File: src/rtl/instr_fetch.sv
// Instruction fetch unit: drives the program-ROM address, queues {pc, word} pairs in a small
// prefetch buffer and hands them to decode over valid/ready. Optional bound check: IFETCH_BOUND_EN.
module instr_fetch #(
    parameter logic [31:0] RESET_PC  = 32'h0000_0000,
    parameter int unsigned DEPTH     = 2,
    parameter int unsigned ROM_WORDS = 100
) (
    input  logic        clk,
    input  logic        rst,
    output logic [31:0] rom_addr,
    input  logic [31:0] rom_data,
    input  logic        redirect_valid,
    input  logic [31:0] redirect_pc,
    output logic        instr_valid,
    input  logic        instr_ready,
    output logic [31:0] instr_data,
    output logic [31:0] instr_pc,
    output logic        fault
);

    localparam int unsigned PtrW = $clog2(DEPTH);
    localparam int unsigned CntW = PtrW + 1;

    if (!(DEPTH == 2 || DEPTH == 4) || ROM_WORDS == 0) begin : g_bad_cfg
        $error("instr_fetch: DEPTH must be 2 or 4 and ROM_WORDS nonzero");
    end

    logic [31:0]     fetch_pc_q;
    logic [31:0]     buf_pc_q   [DEPTH];
    logic [31:0]     buf_word_q [DEPTH];
    logic [PtrW-1:0] head_q;
    logic [PtrW-1:0] tail_q;
    logic [CntW-1:0] count_q;
    logic            fault_q;

    logic pop;
    logic push;
    logic has_space;
    logic fetch_en;
    logic bound_fault;

`ifdef IFETCH_BOUND_EN
    localparam logic [32:0] Bound = 33'(ROM_WORDS) << 2;

    logic halted_q;
    logic in_range;

    assign in_range = ({1'b0, fetch_pc_q} < Bound);
    assign fetch_en = in_range;
    // Pulse only on the first suppressed cycle; halted_q remembers we already reported it.
    assign bound_fault = !redirect_valid && !in_range && !halted_q;

    always_ff @(posedge clk) begin
        if (rst) begin
            halted_q <= 1'b0;
        end else if (redirect_valid) begin
            halted_q <= 1'b0;
        end else begin
            halted_q <= !in_range;
        end
    end
`else
    assign fetch_en    = 1'b1;
    assign bound_fault = 1'b0;
`endif

    assign pop       = instr_valid && instr_ready;
    assign has_space = (count_q < CntW'(DEPTH)) || pop;
    assign push      = !redirect_valid && has_space && fetch_en;

    assign rom_addr    = fetch_pc_q;
    assign instr_valid = (count_q != '0);
    assign instr_data  = buf_word_q[head_q];
    assign instr_pc    = buf_pc_q[head_q];
    assign fault       = fault_q;

    always_ff @(posedge clk) begin
        if (rst) begin
            fetch_pc_q <= RESET_PC;
            head_q     <= '0;
            tail_q     <= '0;
            count_q    <= '0;
            fault_q    <= 1'b0;
            for (int i = 0; i < DEPTH; i++) begin
                buf_pc_q[i]   <= '0;
                buf_word_q[i] <= '0;
            end
        end else begin
            fault_q <= (redirect_valid && (redirect_pc[1:0] != 2'b00)) || bound_fault;
            if (redirect_valid) begin
                // Flush; a concurrent pop was already consumed by the decoder this cycle.
                fetch_pc_q <= {redirect_pc[31:2], 2'b00};
                head_q     <= '0;
                tail_q     <= '0;
                count_q    <= '0;
            end else begin
                if (push) begin
                    buf_pc_q[tail_q]   <= fetch_pc_q;
                    buf_word_q[tail_q] <= rom_data;
                    tail_q             <= tail_q + PtrW'(1);
                    fetch_pc_q         <= fetch_pc_q + 32'd4;
                end
                if (pop) begin
                    head_q <= head_q + PtrW'(1);
                end
                if (push && !pop) begin
                    count_q <= count_q + CntW'(1);
                end else if (pop && !push) begin
                    count_q <= count_q - CntW'(1);
                end
            end
        end
    end

endmodule

File: config.mk
export PLATFORM = sky130hd
export DESIGN_NAME = instr_fetch
export DESIGN_NICKNAME = d
export VERILOG_FILES = /design/src/rtl/instr_fetch.sv
export SDC_FILE = /design/constraint.sdc
export NUM_CORES = 1
export LEC_CHECK = 0
export ABC_AREA = 1
export BUFFER_PORTS_ARGS = -buffer_cell sky130_fd_sc_hd__buf_2
export CORE_MARGIN = 5
export CORE_UTILIZATION = 55
export DETAILED_ROUTE_END_ITERATION = 8
export PLACE_DENSITY = 0.92
export SETUP_SLACK_MARGIN = 0.1
export SLEW_MARGIN = 20
export SYNTH_ARGS = -nofsm -noshare
export SYNTH_HDL_FRONTEND = slang
export SYNTH_SLANG_ARGS = --single-unit
File: constraint.sdc
create_clock -name clk -period 3.47 [get_ports clk]
set_input_delay 0 -clock clk [delete_from_list [all_inputs] [get_ports clk]]
set_output_delay 0 -clock clk [all_outputs]
set_load 0.01 [all_outputs]
# Word level (Yosys, flattened, before mapping)
# Memory sizes are Yosys's and may differ from the RTL's. A register that Yosys moved wholly into a read port is not among the register bits.
# Index checks and enable logic that the tools add are counted.
# word_totals
inputBits	68
output_inout_bits	98
wordCells	50
mem_count	2
ram_bits	128
reg_bits	37
# mem_list
name	words	width	rd	rd_ports_with_merged_regs	wr	line_no	text
buf_pc_q	2	32	1	1	2	29	logic [31:0] buf_pc_q [DEPTH];
buf_word_q	2	32	1	1	2	30	logic [31:0] buf_word_q [DEPTH];
# classes
add_sub_neg	5
n_lt_le_gt_ge	1
mux	20
n_reduce_logical	16
# op_table
op	count
$mux W32	4
$reduce_or A32 Y1	2
$add A32 B3 Y32 const B	1
$mux W1	14
$reduce_bool A2 Y1	4
$logic_and A1 B1 Y1	5
$mux W2	2
$logic_not A1 Y1	3
$add A1 B1 Y1 const B	2
$add A2 B1 Y2 const B	1
$lt A2 B2 Y1 const B	1
$reduce_or A2 Y1	1
$sub A2 B1 Y2 const B	1
$logic_or A1 B1 Y1	1

# Logic depth before layout (Yosys ltp)
# Gate-level depths: netlist (run 1).
# depth
word_depth	10
depth_mapped	12
ltp_nobuf	11

# Worst setup path after synthesis (run 1)
# No wires, ideal clock.
# synth_timing
path_type	register to register
startpoint	register count_q[1]
endpoint	memory buf_pc_q[0][10], enable pin
path_buffers	1
period_less_slack_ps	2994
setup_ps	422
arrival_ps	2572
required_time_ps	3048
setup_slack_ps	476
stages_incl_launch_ff	10
cell_sequence	dfxtp_1 > inv_1 > nand2_2 > nand2_4 > nand2_4 > nand2_4 > inv_2 > nand3_4 > buf_6 > nand2_1
# synth_rtl
item	line_no	text
from (decl)	33	logic [CntW-1:0] count_q;
from (signal assigned)	107	count_q <= count_q + CntW'(1);
from (signal assigned)	109	count_q <= count_q - CntW'(1);
to (decl)	29	

==> results.toml, run 1 <==
[outcome]
status = "complete, no violations"

[timing]
finClkSkew_ns = 0.00541
hold_violations = 0
slew_headroom = 0.292
final_max_slew_viol_count = 0
post-route-min-period_ns = 2.52
finalSetupViolCount = 0
timing.fmax_mhz = 396
rsz0062_at_grt = "false"
tns_ns = 0
period_share = 0.727
tightest_slew_ns = 1.06

[power]
ir_drop_v = 0.000362
power_density_nw_per_um2 = 475
p_leak_nw = 4.18

[drt]
dr.pass1.iters = 5
wl_um = 20300
vias = 6233
wl_per_cell_um = 17.1
postRouteAntennaNets = 0
via_per_inst = 5.26
drcViolationCount = 0
drt_iter0_drc = 524

[synth]
synthCells = 771
synth_ff_type = "edfxtp_1"
async_flop_share = 0
syn_avg_cell_area_um2 = 10.0
yosysSeqAreaShare = 0.575
synthesis.area_um2 = 7730
synth-simple-area-share = 0.205
synth-compound-area-share = 0.0468
synth_cell_types = 33
synth_edf_count = 124
synth_top_family_by_area = "simple AND/OR/NAND/NOR gates"
synth_xor_xnor_area_share = 0.00566
synth_seq_cells = 160
yosys_warnings = 0
synthAdderAreaFrac = 0.00324
muxShareOfSynthArea = 0.0903

[global_routing]
grt_max_degree = 63
grt_pass1_vias = 6132
grt_usage = 0.248
grt_overflow = 0
antenna_found_initial = 0
grt_pass1_wl_um = 31800

[finish]
stdcell_count = 1186
synthToLayoutAreaGrowth_pct = 27.7
nets = 1062
drive_gt1_frac = 0.333
final_common_cell = "buf_2"
layout_common_cells = "buf_2 (161), edfxtp_1 (124), nand2_1 (121), nor2_1 (101), inv_1 (95)"

[floorplanning]
core_um2 = 13800
dieArea_um2 = 16500
start_util = 0.559
fp.dieW_um = 129
die_h_um = 129
rows = 43
io_pins = 166

[placed_design]
io_buffer_count = 161
placedCellCount = 1089
post-dp-hpwl_um = 12900
place_congestion = 0.969

[critical_path]
critPathSlowestCell = "nand2_2"
path_common_cell = "nand2_4"
cp_cell_sequence = "inv_1 -> nand2_2 -> nand2_4 -> nand2_4 -> nand2_4 -> inv_2 -> nand3_4 -> nand2_2 -> buf_4"
required_ns = 3.56
setup.worst_path.end_class = "flip-flop"
worstPathMaxFanout = 23
crit_arrival_ns = 2.61
crit_buf_inv = 3
critPathKind = "flip-flop to flip-flop"
crit_family = "simple AND/OR/NAND/NOR gates"
cpPeakStageDelay_ns = 0.41
start_kind = "flip-flop"

[clocking]
cts_setup_buffers = 0
cts-buffers-inserted = 17
tritoncts = "built"
cts_buffer_depth = 2
h-tree-depth = 4
clk_latency_ns = 0.42
cts-root-buf = "clkbuf_16"
cts_sinks = 160
clk_pin_slew_ns = 0.06

[run]
cap_violations = 0

[worst_hold_path]
hold_path.class = "input pin to flip-flop"
## through the flow
stage,hold WS [ns],util,setup slack [ns],power [mW],instance area [um2]
floorplan,0.144,-,0.476,2.60,7740
global placement,0.260,0.624,0.984,2.79,8630
detailed placement,0.278,0.624,0.844,2.81,8630
CTS,0.00203,0.714,0.949,4.70,9870
global route,0.0309,0.714,0.760,4.85,9870
finish,0.0289,0.714,0.946,4.69,9870
## final cells by class
class	count	area, um2
Multi-Input combinational cell	483	2730
Antenna cell	1	2.50
Fill cell	962	3960
Tap cell	180	225
Sequential cell	160	4450
Timing Repair Buffer	233	1510
Clock inverter	3	41.3
Clock buffer	29	553
Inverter	97	364
## cells by family (layout without fill, tap and decap cells)
| group | count (synthesis) | count (layout) |
|---|---|---|
| other | 1 | 5 |
| buffers and inverters | 131 | 362 |
| flip-flops | 160 | 160 |
| AO/OA/AOI/OAI | 66 | 66 |
| multiplexers | 62 | 62 |
| adder cells (fa/ha/maj) | 2 | 2 |
| AND/OR/NAND/NOR | 344 | 344 |
| XOR/XNOR | 5 | 5 |
## registers in the layout, summed over array words and instances, names as in the netlist, named ones only
| signal | count |
|---|---|
| buf_word_q | 64 |
| buf_pc_q | 60 |
| rom_addr | 30 |
| count_q | 2 |
| fault | 1 |
| head_q | 1 |
| tail_q | 1 |
## routing by layer
layer,vias up,wire [um],global-route usage
li1,2981,-,-
met1,2938,7890,0.305
met2,282,10700,0.444
met3,32,1300,0.0390
met4,0,456,0.0889
met5,-,0,0
## power by group
group | internal (mW) | leakage (nW) | switching (mW)
registers | 2.19 | 1.60 | 0.0616
clock network | 1.15 | 0.292 | 0.707
logic | 0.244 | 2.29 | 0.340
## synth_stat cells (2+ instances only)
cell type,number,area share
ha_1,2,0.0032
nand3_1,36,0.023
buf_1,4,0.0019
a211oi_1,4,0.0039
buf_4,6,0.0058
o21ai_1,8,0.0052
nand2_4,3,0.0044
a31oi_1,12,0.0097
a21oi_1,23,0.015
dfxtp_1,36,0.093
nor3_1,9,0.0058
edfxtp_1,124,0.48
inv_1,95,0.046
buf_2,3,0.0019
nor2_1,101,0.049
nor2_2,64,0.052
nand2_1,123,0.060
xor2_1,5,0.0057
o21ai_0,17,0.011
clkbuf_1,14,0.0068
nand2_2,2,0.0016
mux2_2,62,0.090
inv_2,2,0.00097
buf_6,7,0.010
## worst reg2reg max path, delay by kind of cell (launching register included)
kind | cells | cell delay, ns
flops | 1 | 0.37
simple gates | 6 | 0.95
buf+inv | 3 | 0.87
## worst paths after layout
kind / start / endpoint / slack (ns) / cells after the start
setup / recovery: count_q[1]$_SDFFE_PP0P_ / buf_word_q[0][12]$_SDFFCE_PN0P_ / 0.95 / 9
hold / removal: redirect_pc[17] / rom_addr[17]$_SDFFE_PP0P_ / 0.03 / 5
setup reg to reg: count_q[1]$_SDFFE_PP0P_ / buf_word_q[0][12]$_SDFFCE_PN0P_ / 0.95 / 9
hold reg to reg: head_q$_SDFFE_PP0P_ / flip-flop / 0.47 / 2
## what timing repair did
action,in CTS,in global routing
gates resized for setup,0,0
endpoints found under the hold margin,96,0
hold buffers,64,0
Power figures use the tool's default switching activity.
==> run 2, diff against run 1 <==
--- a/config.mk
+++ b/config.mk
@@ -8,9 +8,9 @@
 export ABC_AREA = 1
 export BUFFER_PORTS_ARGS = -buffer_cell sky130_fd_sc_hd__buf_2
 export CORE_MARGIN = 5
-export CORE_UTILIZATION = 55
+export CORE_UTILIZATION = 50
 export DETAILED_ROUTE_END_ITERATION = 8
-export PLACE_DENSITY = 0.92
+export PLACE_DENSITY = 0.89
 export SETUP_SLACK_MARGIN = 0.1
 export SLEW_MARGIN = 20
 export SYNTH_ARGS = -nofsm -noshare
==> constraint.sdc (replaced) <==
create_clock -name clk -period 2.3 [get_ports clk]
set_input_delay 0 -clock clk [delete_from_list [all_inputs] [get_ports clk]]
set_output_delay 0 -clock clk [all_outputs]
set_load 0.01 [all_outputs]
==> results.toml, run 2 (synthesis gave the netlist of run 1 again) <==
[outcome]
status = "complete, no violations"

[critical_path]
reg2reg_setup_slack_ns = 0.22
setup.worst_path.end_class = "flip-flop"
start_kind = "flip-flop"
critPathKind = "flip-flop to flip-flop"
worstPathMaxFanout = 31
crit_arrival_ns = 2.15
required_ns = 2.37

[global_routing]
grt_overflow = 0
grt_use_met2 = 0.389
grt_max_degree = 63
grt_pass1_wl_um = 31700
grt_usage = 0.223
antenna_found_initial = 0
use_met1 = 0.268
top_usage_layer = "met2"
use_met3 = 0.0585
grt_pass1_vias = 6373

[finish]
fill_cells = 1106
synthToLayoutAreaGrowth_pct = 30.0
final_common_cell = "buf_2"
layout_common_cells = "buf_2 (161), edfxtp_1 (124), nand2_1 (121), nor2_1 (101), inv_1 (95)"
largest_reg_flops = 64
drive_gt1_frac = 0.341
finish.instance_area_um2 = 10100
stdcell_count = 1202
utilization = 0.661
top_register = "buf_word_q"
nets = 1070

[placed_design]
place_congestion = 0.921
post-dp-hpwl_um = 12700
place_area_um2 = 8710
place_ws_ns = 0.231
io_buffer_count = 161
placedCellCount = 1100

[timing]
slew_headroom = 0.654
hold_violations = 0
whs_ns = 0.110
period_share = 0.904
rsz0062_at_grt = "true"
final_max_slew_viol_count = 0
tns_ns = 0
post-route-min-period_ns = 2.08
tightest_slew_ns = 0.520
timing.fmax_mhz = 481
finalSetupViolCount = 0
setup_ws_ns = 0.221
finClkSkew_ns = 0.00598

[clocking]
tritoncts = "built"
clk_latency_ns = 0.42
cts-root-buf = "clkbuf_16"
h-tree-depth = 4
cts_sinks = 160
cts-buffers-inserted = 17
cts_setup_buffers = 0
cts_buffer_depth = 2
clk_pin_slew_ns = 0.06

[floorplanning]
die_h_um = 134
rows = 45
core_um2 = 15200
fp.dieW_um = 134
io_pins = 166
start_util = 0.509
dieArea_um2 = 18100

[power]
p_leak_nw = 4.26
ir_drop_v = 0.000537
power_density_nw_per_um2 = 727
power_mw = 7.31

[drt]
wl_um = 19900
postRouteAntennaNets = 0
drcViolationCount = 0
via_per_inst = 5.17
wl_per_cell_um = 16.6
vias = 6219
drt_iter0_drc = 515
dr.pass1.iters = 5

[worst_hold_path]
hold_path.class = "input pin to flip-flop"

[run]
cap_violations = 0
[run 2: layer usage]
metal | wire [um] | part of all wire
met3 | 1520 | 0.076
met1 | 7950 | 0.40
met2 | 9970 | 0.50
met5 | 0 | 0
met4 | 469 | 0.024
[run 2: timing repair]
| action | 4_1_cts | 5_1_grt |
|---|---|---|
| setup endpoints to repair | 0 | 33 |
| hold buffers | 69 | 0 |
| endpoints found under the hold margin | 100 | 0 |
| gates resized for setup | 0 | 3 |
[run 2: worst max-delay path: stages (launching register included)]
cell and delay [ns]:
dfxtp_1 0.38, inv_1 0.09, nand2_2 0.10, nand2_4 0.08
nand2_4 0.16, nand2_4 0.09, inv_2 0.21, nand3_4 0.13
nand2_4 0.08, buf_4 0.39
[run 2: where the power goes]
group	internal (mW)	total [mW]	leakage (nW)	switching (mW)
Clock	1.88	3.02	0.311	1.15
Combinational	0.384	0.899	2.35	0.515
Sequential	3.30	3.39	1.60	0.0886
Total	5.56	7.31	4.26	1.75
[run 2: worst paths after layout]
path | start | endpoint | depth (start not counted)
hold reg to reg | head_q$_SDFFE_PP0P_ | head_q$_SDFFE_PP0P_ | 2
hold / removal | redirect_valid | rom_addr[11]$_SDFFE_PP0P_ | 6
setup reg to reg | count_q[1]$_SDFFE_PP0P_ | buf_word_q[0][18]$_SDFFCE_PN0P_ | 9
setup / recovery | count_q[1]$_SDFFE_PP0P_ | buf_word_q[0][18]$_SDFFCE_PN0P_ | 9
[run 2: area by class of cell]
type,count,area (um2),area share
inverters,97,364,0.0362
diodes,1,2.50,0.000249
multi-input cells,483,2750,0.273
flip-flops and latches,160,4450,0.442
well taps,188,235,0.0234
clock inverters,13,185,0.0184
repair buffers,241,1620,0.161
clock buffers,19,453,0.0451
